$ cat config.mk
export PLATFORM = sky130hd
export DESIGN_NAME = mask_centroid_marker
export DESIGN_NICKNAME = d
export VERILOG_FILES = /design/src/rtl/mask_centroid_marker.sv
export SDC_FILE = /design/constraint.sdc
export NUM_CORES = 1
export LEC_CHECK = 0
export BUFFER_PORTS_ARGS = -buffer_cell sky130_fd_sc_hd__buf_2
export CORE_MARGIN = 4
export CORE_UTILIZATION = 38
export DETAILED_ROUTE_END_ITERATION = 8
export HOLD_SLACK_MARGIN = 0.1
export PLACE_DENSITY = 0.55
export SYNTH_ARGS = -nofsm -noshare
export SYNTH_HDL_FRONTEND = slang
export SYNTH_SLANG_ARGS = --single-unit
$ cat constraint.sdc
create_clock -name clk -period 3.3 [get_ports clk]
set_input_delay 0.33 -clock clk [delete_from_list [all_inputs] [get_ports clk]]
set_output_delay 0.33 -clock clk [all_outputs]
set_load 0.01 [all_outputs]
$ cat src/rtl/mask_centroid_marker.sv
`default_nettype none
// ============================================================================
// mask_centroid_marker: per-frame centroid of a binary mask, with a cross
// marker overlaid on the video at the last valid centroid.   Rev 1.0
// ============================================================================
module mask_centroid_marker #(
  parameter int          X_WIDTH      = 11,
  parameter int          Y_WIDTH      = 11,
  parameter int          MARKER_HALF  = 8,
  parameter logic [23:0] MARKER_COLOR = 24'hff0000,
  parameter int          MIN_COUNT    = 16
) (
  input  logic               clk,
  input  logic               rst,
  input  logic               de_in,
  input  logic               h_sync_in,
  input  logic               v_sync_in,
  input  logic [23:0]        pixel_in,
  output logic               de_out,
  output logic               h_sync_out,
  output logic               v_sync_out,
  output logic [23:0]        pixel_out,
  output logic [X_WIDTH-1:0] centroid_x,
  output logic [Y_WIDTH-1:0] centroid_y,
  output logic               centroid_valid,
  output logic               result_stb
);

  localparam int CNT_W  = X_WIDTH + Y_WIDTH;
  localparam int SX_W   = CNT_W + X_WIDTH;
  localparam int SY_W   = CNT_W + Y_WIDTH;
  localparam int DIV_N  = (SX_W > SY_W) ? SX_W : SY_W;
  localparam int STEP_W = $clog2(DIV_N);

  localparam logic [1:0] S_IDLE   = 2'd0;
  localparam logic [1:0] S_DIVIDE = 2'd1;
  localparam logic [1:0] S_DONE   = 2'd2;

  logic [X_WIDTH-1:0] r_x;
  logic [Y_WIDTH-1:0] r_y;
  logic               r_de_prev;
  logic               r_vs_prev;
  logic [SX_W-1:0]    r_sum_x;
  logic [SY_W-1:0]    r_sum_y;
  logic [CNT_W-1:0]   r_count;
  logic [1:0]         r_state;
  logic [STEP_W-1:0]  r_step;
  logic               r_res_valid;
  logic [CNT_W-1:0]   r_divisor;
  // Dividend bits shift out of the top while quotient bits shift in at the bottom.
  logic [DIV_N-1:0]   r_qx;
  logic [DIV_N-1:0]   r_qy;
  logic [CNT_W-1:0]   r_rem_x;
  logic [CNT_W-1:0]   r_rem_y;

  logic               w_frame_end;
  logic               w_hit;
  logic               w_start_div;
  logic [CNT_W:0]     w_trial_x;
  logic [CNT_W:0]     w_trial_y;
  logic               w_ge_x;
  logic               w_ge_y;
  logic [X_WIDTH-1:0] w_dx;
  logic [Y_WIDTH-1:0] w_dy;
  logic               w_mark;

  assign w_frame_end = v_sync_in & ~r_vs_prev;
  assign w_hit       = de_in & pixel_in[0];
  assign w_start_div = (r_count >= CNT_W'(MIN_COUNT)) && (r_count != '0);

  assign w_trial_x = {r_rem_x, r_qx[DIV_N-1]};
  assign w_trial_y = {r_rem_y, r_qy[DIV_N-1]};
  assign w_ge_x    = w_trial_x >= {1'b0, r_divisor};
  assign w_ge_y    = w_trial_y >= {1'b0, r_divisor};

  assign w_dx   = (r_x >= centroid_x) ? (r_x - centroid_x) : (centroid_x - r_x);
  assign w_dy   = (r_y >= centroid_y) ? (r_y - centroid_y) : (centroid_y - r_y);
  assign w_mark = centroid_valid & de_in &
                  (((r_x == centroid_x) && (w_dy <= Y_WIDTH'(MARKER_HALF))) ||
                   ((r_y == centroid_y) && (w_dx <= X_WIDTH'(MARKER_HALF))));

  // Position tracking and accumulation
  always_ff @(posedge clk) begin
    if (rst) begin
      r_x       <= '0;
      r_y       <= '0;
      r_de_prev <= 1'b0;
      r_vs_prev <= 1'b0;
      r_sum_x   <= '0;
      r_sum_y   <= '0;
      r_count   <= '0;
    end else begin
      r_de_prev <= de_in;
      r_vs_prev <= v_sync_in;
      if (w_frame_end) begin
        r_x <= '0;
        r_y <= '0;
      end else if (de_in) begin
        if (r_x != '1) r_x <= r_x + X_WIDTH'(1);
      end else if (r_de_prev) begin
        r_x <= '0;
        if (r_y != '1) r_y <= r_y + Y_WIDTH'(1);
      end
      // A pixel coinciding with the frame-end edge belongs to the next frame.
      if (w_frame_end) begin
        r_sum_x <= w_hit ? SX_W'(r_x) : '0;
        r_sum_y <= w_hit ? SY_W'(r_y) : '0;
        r_count <= w_hit ? CNT_W'(1) : '0;
      end else if (w_hit) begin
        r_sum_x <= r_sum_x + SX_W'(r_x);
        r_sum_y <= r_sum_y + SY_W'(r_y);
        if (r_count != '1) r_count <= r_count + CNT_W'(1);
      end
    end
  end

  // Divider control and result registers
  always_ff @(posedge clk) begin
    if (rst) begin
      r_state        <= S_IDLE;
      r_step         <= '0;
      r_res_valid    <= 1'b0;
      r_divisor      <= '0;
      r_qx           <= '0;
      r_qy           <= '0;
      r_rem_x        <= '0;
      r_rem_y        <= '0;
      centroid_x     <= '0;
      centroid_y     <= '0;
      centroid_valid <= 1'b0;
      result_stb     <= 1'b0;
    end else begin
      result_stb <= 1'b0;
      case (r_state)
        S_DIVIDE: begin
          r_rem_x <= w_ge_x ? CNT_W'(w_trial_x - {1'b0, r_divisor}) : w_trial_x[CNT_W-1:0];
          r_rem_y <= w_ge_y ? CNT_W'(w_trial_y - {1'b0, r_divisor}) : w_trial_y[CNT_W-1:0];
          r_qx    <= {r_qx[DIV_N-2:0], w_ge_x};
          r_qy    <= {r_qy[DIV_N-2:0], w_ge_y};
          if (r_step == STEP_W'(DIV_N - 1)) r_state <= S_DONE;
          else                              r_step  <= r_step + STEP_W'(1);
        end
        S_DONE: begin
          result_stb     <= 1'b1;
          centroid_valid <= r_res_valid;
          if (r_res_valid) begin
            centroid_x <= r_qx[X_WIDTH-1:0];
            centroid_y <= r_qy[Y_WIDTH-1:0];
          end
          r_state <= S_IDLE;
        end
        default: r_state <= S_IDLE;
      endcase
      // A new frame end always wins, discarding any division still in flight.
      if (w_frame_end) begin
        r_qx        <= DIV_N'(r_sum_x);
        r_qy        <= DIV_N'(r_sum_y);
        r_rem_x     <= '0;
        r_rem_y     <= '0;
        r_divisor   <= r_count;
        r_step      <= '0;
        r_res_valid <= w_start_div;
        r_state     <= w_start_div ? S_DIVIDE : S_DONE;
      end
    end
  end

  // Video path
  always_ff @(posedge clk) begin
    if (rst) begin
      de_out     <= 1'b0;
      h_sync_out <= 1'b0;
      v_sync_out <= 1'b0;
      pixel_out  <= '0;
    end else begin
      de_out     <= de_in;
      h_sync_out <= h_sync_in;
      v_sync_out <= v_sync_in;
      pixel_out  <= w_mark ? MARKER_COLOR : pixel_in;
    end
  end

endmodule
`default_nettype wire

Word-level counts from Yosys, hierarchy flattened
Cells that the tools add are included.

Input port bits: 29. Logic and storage cells: 101. Output and inout port bits: 51. Flip-flop bits (word level): 302.

Multiplexer cells: 27. Add/subtract/negate cells: 12. Reductions and logical operators: 16. $lt $le $gt $ge: 7. Bitwise logic cells: 7. Equality and inequality tests: 10.

Operators by type and width (number): 33-bit two-way mux (8); 22-bit two-way mux (5); 11-bit two-way mux (7); 33-bit by 11-bit adder with 33-bit output (2); 23-bit by 22-bit >= comparator with 1-bit output (2); 11-bit subtractor (4); 22-bit subtractor (2); 24-bit two-way mux (1); 11-bit by 1-bit adder with 11-bit output, second input constant (2); 22-bit by 1-bit adder with 22-bit output, second input constant (1); 11-bit equality test (2); 11-bit >= comparator (2); 22-bit by 5-bit >= comparator with 1-bit output, second input constant (1); 11-bit by 4-bit <= comparator with 1-bit output, second input constant (2); 11-bit != test, second input constant (2); 22-bit != test, second input constant (1); 22-bit nonzero test (1); 2-bit two-way mux (4); 2-bit AND reduction (4); 2-bit nonzero test (4); 6-bit by 1-bit adder with 6-bit output, second input constant (1); 6-bit equality test, second input constant (1); 1-bit bitwise AND (4); 2-bit OR reduction (2); 9 further kinds (14).

Depth between registers and ports, before layout
Gate-level depths: netlist of run 1.

Depth after elaboration: 7. Depth in mapped cells: 13. Depth with buffers taken out: 12.

Worst setup path before layout of run 1
OpenSTA, ideal clock, no wires.

Path type: register to register. From: register centroid_x[8]. To: register pixel_out[10]. Library setup time: 0.138 ns. Stages on the path, launching flop included: 13. Path buffers: 2. Required time: 3.162 ns. Arrival time: 2.905 ns. Setup slack: 0.257 ns. Period minus slack after synthesis: 3.043 ns. Cells stage by stage: dfxtp_1 inv_1 ha_1 a21o_1 a211o_1 o22a_4 or2_1 buf_6 a211oi_2 o211ai_2 o41ai_4 buf_6 nor3b_2.

Word-level cells in the longest chain between the ends: 7. Elaborated cells between the ends (all ways): 11. Those cells by class: 2 x add/sub; 2 x order compare; 1 x eq/ne; 1 x mux; 1 x bitwise; 4 x reduce/logical.

Ends and longest elaborated chain: start: declaration (line 23) `output logic [X_WIDTH-1:0] centroid_x,`; start signal: assignment (line 147) `centroid_x <= r_qx[X_WIDTH-1:0];`; 11-bit subtractor / 11-bit >= comparator (equally long branches) (line 76) `assign w_dx = (r_x >= centroid_x) ? (r_x - centroid_x) : (centroid_x - r_x);`; 11-bit two-way mux (line 76); 11-bit by 4-bit <= comparator with 1-bit output (line 80) `((r_y == centroid_y) && (w_dx <= X_WIDTH'(MARKER_HALF))));`; 1-bit logical AND (line 80); 1-bit logical OR (*) (line 79) `(((r_x == centroid_x) && (w_dy <= Y_WIDTH'(MARKER_HALF))) ||`; 1-bit bitwise AND (*) (line 78) `assign w_mark = centroid_valid & de_in &`; 2-bit OR reduction (no line) (*); end signal: assignment (line 179) `pixel_out <= w_mark ? MARKER_COLOR : pixel_in;`; end: declaration (line 22) `output logic [23:0] pixel_out,`.

Every way passes the cells marked *; elsewhere a longest branch is shown, timed or not. A chain may end at the register's enable or synchronous reset.

Worst setup path in the final report of run 1
From: register centroid_y[5]. To: register pixel_out[4].

Word-level cells in the longest chain between the ends: 7. Elaborated cells between the ends (all ways): 11. Those cells by class: 2 x add/sub; 2 x order compare; 1 x eq/ne; 1 x mux; 1 x bitwise; 4 x reduce/logical.

Ends and longest elaborated chain: start: declaration (line 24) `output logic [Y_WIDTH-1:0] centroid_y,`; start signal: assignment (line 148) `centroid_y <= r_qy[Y_WIDTH-1:0];`; 11-bit subtractor / 11-bit >= comparator (equally long branches) (line 77) `assign w_dy = (r_y >= centroid_y) ? (r_y - centroid_y) : (centroid_y - r_y);`; 11-bit two-way mux (line 77); 11-bit by 4-bit <= comparator with 1-bit output (line 79); 1-bit logical AND (line 79); 1-bit logical OR (*) (line 79); 1-bit bitwise AND (*) (line 78); 2-bit OR reduction (no line) (*).

Marks and branches as above.

==> run_results.csv, run 1 <==
group,metric,value,unit
power,netSwitchingFraction,0.268,
floorplanning,rows,78,
clock_network,clockBufferDepth,3,
layout,fin_nets,2499,
layout,seq_area,0.00605,mm^2
timing,skew,24.7,ps
power,comb_power_share,0.147,
floorplanning,design.die.area,0.0498,mm^2
synth,syn_nets,2398,
synth,ys.flop_type,"dfxtp_1",
global_route,grt_pass1_wl,78.8,mm
timing,tightest_slew,1120,ps
global_route,grt_overflow,0,
layout,fillers,4496,
synth,syn-instance-count,2251,
synth,yosysUniqueCellTypes,78,
global_route,track_usage,0.186,
clock_network,cts_tree,"built",
layout,final_cell_mix,"322 x nand2_1, 301 x dfxtp_1, 249 x nor2_1",
worst_hold_path,whs_path_depth,2,
critical_path,critPathCaptureType,"flip-flop",
routing,dr_total_vias,16100,
clock_network,insertion_delay,560,ps
timing,timing.hold.ws,142,ps
floorplanning,die_y,223,um
routing,wl_per_cell,16.0,um
power,ir_drop,337,uV
clock_network,clk_pin_slew,60,ps
critical_path,worst_r2r_path_depth,12,
critical_path,r2r_setup_slack,160,ps
synth,ys_warn_count,0,
power,switchingPower,2620,uW
global_route,grt_pass1_vias,15400,
layout,multi_input_area,0.0107,mm^2
synth,synthAdderAreaFrac,0.0857,
synth,synthXorXnorAreaFrac,0.0623,
synth,syn-cell-area,0.0176,mm^2
timing,max_freq,319,MHz
placement,hpwl,33.3,mm
global_route,antenna_found_initial,0,
power,power.density,473,mW/mm^2
routing,drc,0,
placement,gp_congestion,0.862,
critical_path,cp_max_fo,16,
routing,drt_iter0_markers,867,
power,leakagePower,0.00792,uW
layout,final_cell_count_no_fill,2982,
floorplanning,start_util,0.386,
clock_network,h-tree-depth,2,
power,p_int,7150,uW
synth,synth-simple-area-share,0.236,
layout,final_common_cell,"nand2_1",
worst_hold_path,hold_end,"result_stb$_SDFF_PP0_",
routing,ant_nets,0,
clock_network,cts_buffers,38,
global_route,grt_max_degree,112,
outcome,status,"complete, no violations",
clock_network,cts_root_buffer,"clkbuf_16",
layout,area_growth,17.3,%
routing,drtPass1Iterations,5,
synth,synth_compound_area_frac,0.205,
synth,synth_top_family_by_area,"simple AND/OR/NAND/NOR gates",
routing,routed_wirelength,47.6,mm
timing,min_period,3140,ps
timing,max_slew_margin,0.254,
synth,async_flop_share,0,
synth,syn_area_per_cell,7.81,um^2
synth,synth_edf_count,0,
critical_path,crit_required,3690,ps
worst_hold_path,hold_path.class,"in -> reg",
critical_path,worstPathArrival,3530,ps
placement,dpl.cell_count,2885,
run,drv_cap,0,
synth,synth-seq-area-share,0.344,
timing,fin_crit_sh,0.950,
timing,finalSetupViolations,0,
synth,synth-seq-cells,302,
layout,final_area,0.0206,mm^2
synth,synthMuxAreaShare,0.0146,
floorplanning,die_x,223,um
layout,drive_above_1_share,0.115,
critical_path,r2r_end,"pixel_out[4]$_SDFF_PP0_",
power,power_frac_seq,0.391,
layout,antenna_cells,0,
routing,vias_per_cell,5.40,
critical_path,worstSetupPathType,"reg -> reg",
critical_path,r2r_start,"centroid_y[5]$_SDFFE_PP0P_",
power,clock_power_share,0.462,
timing,slew_viol_final,0,
placement,dpl_cell_area,0.0189,mm^2
critical_path,start_kind,"flip-flop",
placement,port-buffer-count,79,
power,p_total,9760,uW
clock_network,cts.sink_count,302,
floorplanning,ios,80,
worst_hold_path,min_from,"rst",
timing,finalHoldViolations,0,
floorplanning,coreArea,0.0456,mm^2
critical_path,setup.worst_path.start,"centroid_y[5]$_SDFFE_PP0P_",
-- metrics by stage --
stage / setup TNS [ps] / setup slack, ps / util
detailed placement: -3540 / -236 / 0.415
floorplan: 0 / 257 / -
CTS: 0 / 80.1 / 0.451
global route: -3.24 / -3.24 / 0.452
global placement: -1670 / -119 / 0.415
finish: 0 / 165 / 0.452
-- final cells by class --
class	count	share of cell area
inverters	114	0.0207
flip-flops and latches	302	0.293
well taps	600	0.0364
multi-input cells	1713	0.520
clock buffers	52	0.0531
repair buffers	183	0.0635
clock inverters	18	0.0131
-- worst max-delay path by stage --
stage | to | slack [ps] | cells past startpoint
after floorplan | pixel_out[10]$_SDFF_PP0_ | 260 | 12
after global placement | pixel_out[6]$_SDFF_PP0_ | -120 | 10
after detailed placement | pixel_out[6]$_SDFF_PP0_ | -240 | 11
after CTS | pixel_out[1]$_SDFF_PP0_ | 80 | 12
after global routing | pixel_out[4]$_SDFF_PP0_ | -3 | 12
final | pixel_out[4]$_SDFF_PP0_ | 160 | 12
-- critical path: stages, from the launching register on --
cell and delay, ps:
dfxtp_1 420, inv_1 70, ha_1 390, and3_1 230, nand4_2 140, nand3_2 150
nor2_1 180, o31ai_1 100, or4b_1 580, a211o_1 370, o41ai_4 80, buf_12 200
nor3b_1 60
-- cell usage after synthesis, types with 26 or more instances --
cell type,instances,share of area
ha_1,114,0.081
nand2b_1,26,0.0093
o21ai_0,103,0.029
a211oi_1,32,0.014
dfxtp_1,302,0.34
a21oi_1,187,0.053
nand3_1,72,0.020
or3_1,28,0.010
clkbuf_1,97,0.021
nor3_1,42,0.012
inv_1,113,0.024
nor2_1,250,0.053
a311oi_1,65,0.032
xor2_1,43,0.021
xnor2_1,82,0.041
nand4_1,26,0.0093
nand2_1,323,0.069
-- routing by layer --
layer | GRT usage | share of wire | vias up
met3 | 0.0334 | 0.050 | 73
li1 | - | - | 8150
met1 | 0.256 | 0.48 | 7495
met2 | 0.302 | 0.44 | 372
met5 | 0 | 0 | -
met4 | 0.0499 | 0.023 | 0
-- state kept, by name (all words and copies together), names as in the netlist, 2 cells and up --
| name | cells |
|---|---|
| r_sum_y | 33 |
| r_qy | 33 |
| r_x | 11 |
| r_rem_x | 22 |
| r_step | 6 |
| r_rem_y | 22 |
| r_count | 22 |
| r_y | 11 |
| pixel_out | 24 |
| centroid_y | 11 |
| r_divisor | 22 |
| r_state | 2 |
| r_sum_x | 33 |
| r_qx | 33 |
| centroid_x | 11 |
-- what timing repair did --
item | CTS | global route
endpoints found under the hold margin | 26 | 0
hold buffers | 26 | 0
pin swaps | 1 | 1
endpoints found under the setup margin | 16 | 43
gates resized for setup | 0 | 18
buffers inserted | 1 | 0
-- power groups by stage --
stage | clock network, uW | logic, uW | registers (uW)
finish | 4510 | 1430 | 3820
CTS | 4650 | 1430 | 3810
global route | 4800 | 1600 | 3830
detailed placement | 0 | 1400 | 3890
global placement | 0 | 1390 | 3890
floorplan | 0 | 1010 | 3890
-- cells by family after synthesis --
logic type / after synthesis
AND/OR/NAND/NOR: 890
AO/OA/AOI/OAI: 555
flip-flops: 302
buffers and inverters: 236
XOR/XNOR: 125
adder cells (fa/ha/maj): 118
multiplexers: 25
Power figures use the tool's default switching activity.
==> run 2: changes to the inputs <==
==> constraint.sdc (replaced) <==
create_clock -name clk -period 3.3 [get_ports clk]
set_input_delay 0.165 -clock clk [delete_from_list [all_inputs] [get_ports clk]]
set_output_delay 0.165 -clock clk [all_outputs]
set_load 0.01 [all_outputs]
==> run_results.csv, run 2 (synthesis results as in run 1) <==
group,metric,value,unit
global_route,track_usage,0.187,
critical_path,worstSetupPathType,"reg -> reg",
worst_hold_path,whs_path_depth,3,
timing,max_freq,315,MHz
timing,fin_ws,128,ps
placement,hpwl,33.3,mm
timing,skew,12.4,ps
clock_network,insertion_delay,540,ps
global_route,grt_pass1_vias,15400,
floorplanning,die_x,223,um
layout,final_cell_mix,"322 x nand2_1, 301 x dfxtp_1, 249 x nor2_1",
global_route,grt_overflow,0,
clock_network,cts_buffers,37,
routing,ant_nets,0,
global_route,grt_max_degree,142,
timing,timing.hold.ws,386,ps
run,drv_cap,0,
timing,min_period,3170,ps
placement,gp_congestion,0.853,
power,leakagePower,0.00787,uW
critical_path,cp_max_fo,16,
layout,utilization,0.450,
floorplanning,design.die.area,0.0498,mm^2
timing,max_slew_margin,0.155,
floorplanning,rows,78,
layout,area_growth,16.6,%
layout,multi_input_area,0.0107,mm^2
outcome,status,"complete, no violations",
layout,fin_nets,2505,
critical_path,critPathCaptureType,"flip-flop",
critical_path,slowest_stage,"or4b_1",
power,p_total,9200,uW
power,power.density,449,mW/mm^2
placement,dp_slack,-231,ps
layout,antenna_cells,0,
critical_path,start_kind,"flip-flop",
clock_network,clk_pin_slew,60,ps
floorplanning,coreArea,0.0456,mm^2
routing,routed_wirelength,47.9,mm
timing,slew_viol_final,0,
critical_path,cp_slowest_stage_delay,590,ps
global_route,antenna_found_initial,0,
critical_path,worst_r2r_path_depth,12,
power,ir_drop,280,uV
critical_path,crit_chain,"inv_1, ha_1, and4_2, nand4_2, nand3_2, nor2_1, o31ai_1, or4b_1, a211o_1, o41ai_4, buf_12, nor3b_1",
layout,fillers,4445,
critical_path,crit_required,3680,ps
critical_path,r2r_setup_slack,130,ps
floorplanning,die_y,223,um
routing,drt_iter0_markers,1072,
global_route,grt_pass1_wl,79.1,mm
timing,finalSetupViolations,0,
clock_network,h-tree-depth,2,
layout,seq_area,0.00605,mm^2
routing,drc,0,
clock_network,cts_tree,"built",
floorplanning,ios,80,
layout,drive_above_1_share,0.113,
routing,dr_total_vias,16100,
clock_network,cts_root_buffer,"clkbuf_16",
worst_hold_path,hold_path.class,"in -> reg",
placement,port-buffer-count,79,
routing,wl_per_cell,16.0,um
timing,fin_crit_sh,0.961,
layout,final_common_cell,"nand2_1",
routing,vias_per_cell,5.40,
clock_network,cts.sink_count,302,
timing,finalHoldViolations,0,
clock_network,clockBufferDepth,3,
routing,drtPass1Iterations,5,
critical_path,worstPathArrival,3560,ps
timing,tightest_slew,1260,ps
floorplanning,start_util,0.386,
==> run 2: report_power, final <==
group          total [uW]  internal (uW)  switching [uW]
sequential           3820           3750            65.7
combinational        1470            608             861
clock                3910           2310            1610
total                9200           6670            2530
==> run 2: final timing paths <==
kind / startpoint / to
worst max register to register: centroid_y[10]$_SDFFE_PP0P_ / pixel_out[3]$_SDFF_PP0_
worst min register to register: r_divisor[14]$_SDFFE_PP0P_ / r_divisor[14]$_SDFFE_PP0P_
worst min-delay path: h_sync_in / h_sync_out$_SDFF_PP0_
worst max-delay path: centroid_y[10]$_SDFFE_PP0P_ / pixel_out[3]$_SDFF_PP0_
==> run 2: worst max-delay path, delay by kind of cell (launching register included) <==
kind | cells | cell delay, ps
compound gates | 3 | 550
fa+ha+maj | 1 | 380
buf+inv | 2 | 280
flops | 1 | 370
simple gates | 6 | 1440
==> run 2: metrics by stage <==
| stage | cells | area [um^2] | TNS (ps) |
|---|---|---|---|
| floorplan | 2251 | 17600 | 0 |
| global placement | 2887 | 19000 | -2230 |
| detailed placement | 2887 | 19000 | -3040 |
| CTS | 2982 | 20400 | 0 |
| global route | 2984 | 20500 | -82.0 |
| finish | 2984 | 20500 | 0 |
==> run 2: cell type report <==
| type | instances | area share |
|---|---|---|
| Clock buffer | 53 | 0.0515 |
| Clock inverter | 12 | 0.00482 |
| Inverter | 114 | 0.0209 |
| Multi-Input combinational cell | 1713 | 0.523 |
| Sequential cell | 302 | 0.295 |
| Tap cell | 600 | 0.0366 |
| Timing Repair Buffer | 190 | 0.0681 |
==> run 2: metal layers <==
metal / GRT usage / vias up / routed length, um
met5: 0 / - / 0
met4: 0.0457 / 0 / 978
met3: 0.0313 / 61 / 2220
met2: 0.309 / 341 / 21500
met1: 0.254 / 7580 / 23100
li1: - / 8134 / -
==> run 2: repair_timing <==
item                       CTS  global route
cloned                       0             0
buffers inserted             1             2
resized for setup            0            17
hold buffers                29             0
hold endpoints to repair    69             0
pin swaps                    1             2
setup endpoints to repair   16            48
==> run 3: changes to the inputs <==
--- a/config.mk
+++ b/config.mk
@@ -5,6 +5,7 @@
 export SDC_FILE = /design/constraint.sdc
 export NUM_CORES = 1
 export LEC_CHECK = 0
+export ABC_AREA = 1
 export BUFFER_PORTS_ARGS = -buffer_cell sky130_fd_sc_hd__buf_2
 export CORE_MARGIN = 4
 export CORE_UTILIZATION = 38
==> run_results.csv, run 3 <==
group,metric,value,unit
synth,syn-instance-count,2726,
critical_path,crit_required,3780,ps
timing,skew,16.4,ps
timing,min_period,2820,ps
synth,ys_warn_count,0,
synth,synth-seq-cells,302,
synth,syn_area_per_cell,6.63,um^2
critical_path,r2r_end,"r_sum_x[26]$_SDFFE_PP0P_",
layout,final_cell_mix,"753 x nand2_1, 315 x inv_1, 302 x dfxtp_1",
routing,drc,0,
timing,finalSetupViolations,0,
timing,tightest_slew,823,ps
floorplanning,start_util,0.387,
worst_hold_path,hold_path.class,"in -> reg",
layout,drive_above_1_share,0.0783,
routing,ant_nets,0,
timing,max_freq,355,MHz
routing,drt_iter0_markers,1085,
clock_network,clockBufferDepth,3,
floorplanning,coreArea,0.0468,mm^2
layout,final_area,0.0208,mm^2
synth,syn-cell-area,0.0181,mm^2
power,leakagePower,0.00887,uW
placement,dpl.cell_count,3347,
synth,synth_edf_count,0,
placement,port-buffer-count,79,
critical_path,crit_chain,"inv_1, fa_1, nand3b_1, nand2_1, nand2_1, nand2_1, a21oi_1, o21ai_1, nand2_1, nor3_1, nand3_1, nand2_1, nand2_1, nor2_1",
critical_path,cp_top_family,"simple AND/OR/NAND/NOR gates",
floorplanning,die_y,226,um
clock_network,h-tree-depth,2,
layout,seq_area,0.00605,mm^2
synth,synth_top_area_cell,"dfxtp_1",
timing,fin_setup_tns,0,ps
floorplanning,design.die.area,0.0511,mm^2
outcome,status,"complete, no violations",
power,power.density,449,mW/mm^2
routing,drtPass1Iterations,7,
critical_path,crit_path_end,"r_sum_x[26]$_SDFFE_PP0P_",
global_route,grt_pass1_vias,17200,
synth,yosysUniqueCellTypes,54,
critical_path,cp_max_fo,7,
synth,synth_common_cells,"753 x nand2_1, 317 x inv_1, 302 x dfxtp_1",
synth,synth_most_common_cell,"nand2_1",
critical_path,crit_top_cell,"nand2_1",
clock_network,clk_pin_slew,70,ps
floorplanning,ios,80,
synth,ys.flop_type,"dfxtp_1",
synth,async_flop_share,0,
timing,finalHoldViolations,0,
placement,gp_congestion,0.899,
timing,fin_crit_sh,0.854,
layout,fin_nets,2955,
layout,area_growth,14.8,%
global_route,antenna_found_initial,0,
layout,fillers,4791,
critical_path,slowest_stage,"fa_1",
critical_path,cp_slowest_stage_delay,470,ps
synth,synth_area_leaders,"dfxtp_1 33%, nand2_1 16%, a21oi_1 8.3%",
floorplanning,die_x,226,um
routing,vias_per_cell,5.18,
floorplanning,rows,79,
global_route,track_usage,0.205,
critical_path,setup.worst_path.start,"r_x[1]$_SDFFE_PP0P_",
synth,syn_nets,2873,
clock_network,insertion_delay,550,ps
run,drv_cap,0,
critical_path,worstSetupPathType,"reg -> reg",
timing,max_slew_margin,0.450,
critical_path,start_kind,"flip-flop",
critical_path,worstPathArrival,3300,ps
clock_network,cts_setup_buffers,0,
power,ir_drop,268,uV
critical_path,path_buf_inv,1,
clock_network,cts_root_buffer,"clkbuf_16",
timing,fin_ws,481,ps
global_route,grt_max_degree,72,
critical_path,r2r_setup_slack,480,ps
routing,routed_wirelength,53.7,mm
clock_network,cts_tree,"built",
global_route,grt_overflow,0,
placement,dp_slack,309,ps
layout,antenna_cells,0,
timing,slew_viol_final,0,
timing,rsz0062_at_grt,"no",
layout,utilization,0.444,
layout,multi_input_area,0.0104,mm^2
critical_path,r2r_start,"r_x[1]$_SDFFE_PP0P_",
layout,final_common_cell,"nand2_1",
routing,wl_per_cell,15.6,um
clock_network,cts.sink_count,302,
clock_network,cts_buffers,38,
synth,netlist.area_leader.share,0.334,
routing,dr_total_vias,17800,
layout,final_cell_count_no_fill,3444,
critical_path,crit_cells,14,
placement,dpl_cell_area,0.0191,mm^2
placement,hpwl,40.0,mm
global_route,grt_pass1_wl,87.4,mm
synth,synth-seq-area-share,0.334,
critical_path,worst_r2r_path_depth,14,
critical_path,critPathCaptureType,"flip-flop",
==> run 3: changes by cell type after synthesis, moves of 58 or more <==
cell | previous run | this run
a311oi_1 | 65 | 0
o21ai_0 | 103 | 163
nand3_1 | 72 | 130
inv_1 | 113 | 317
a21oi_1 | 187 | 301
xnor2_1 | 82 | 21
nand2_1 | 323 | 753
==> run 3: repair_timing <==
item,4_1_cts,5_1_grt
hold buffers,28,0
hold endpoints to repair,44,0
gates resized for setup,0,1
setup endpoints to repair,0,1
==> run 3: layout make-up <==
type / count / share of cell area
clock buffers: 56 / 0.0579
clock inverters: 13 / 0.00717
inverters: 325 / 0.0588
multi-input cells: 2005 / 0.503
flip-flops and latches: 302 / 0.291
well taps: 607 / 0.0366
repair buffers: 136 / 0.0450
==> run 3: worst reg2reg max path: cells and delay by family, from the launching register on <==
family / cells / cell delay (ps)
AO/OA/AOI/OAI: 2 / 430
adder cells (fa/ha/maj): 1 / 470
buffers and inverters: 1 / 150
flip-flops: 1 / 450
AND/OR/NAND/NOR: 10 / 1250
==> run 3: kinds of logic after synthesis <==
| kind of cell | Yosys count | synth area share |
|---|---|---|
| XOR/XNOR | 51 | 0.0247 |
| AO/OA/AOI/OAI | 618 | 0.188 |
| AND/OR/NAND/NOR | 1218 | 0.280 |
| buffers and inverters | 419 | 0.0889 |
| adder cells (fa/ha/maj) | 118 | 0.0833 |
| flip-flops | 302 | 0.334 |
==> run 3: worst min-delay path by stage <==
stage,startpoint,end,slack [ps],cells after the start
after floorplan,h_sync_in,h_sync_out$_SDFF_PP0_,270,2
after global placement,h_sync_in,h_sync_out$_SDFF_PP0_,370,3
after detailed placement,h_sync_in,h_sync_out$_SDFF_PP0_,380,3
after CTS,h_sync_in,h_sync_out$_SDFF_PP0_,340,4
after global routing,pixel_in[7],pixel_out[7]$_SDFF_PP0_,380,4
final,h_sync_in,h_sync_out$_SDFF_PP0_,360,4
==> run 3: per-layer routing <==
metal / vias up / global-route usage / wire, um
met4: 0 / 0.0648 / 1460
met3: 96 / 0.0309 / 2130
met2: 330 / 0.352 / 24900
met5: - / 0 / 0
li1: 9181 / - / -
met1: 8224 / 0.267 / 25200
==> run 3: through the flow <==
stage               power (uW)  hold slack (ps)
floorplan                 4600              272
finish                    9330              364
global route              9730              385
detailed placement        4930              379
CTS                       9440              342
global placement          4930              366
==> run 3: power by group <==
part           switching (uW)  internal (uW)
Sequential               34.7           3700
Combinational             761            382
Clock                    1690           2760
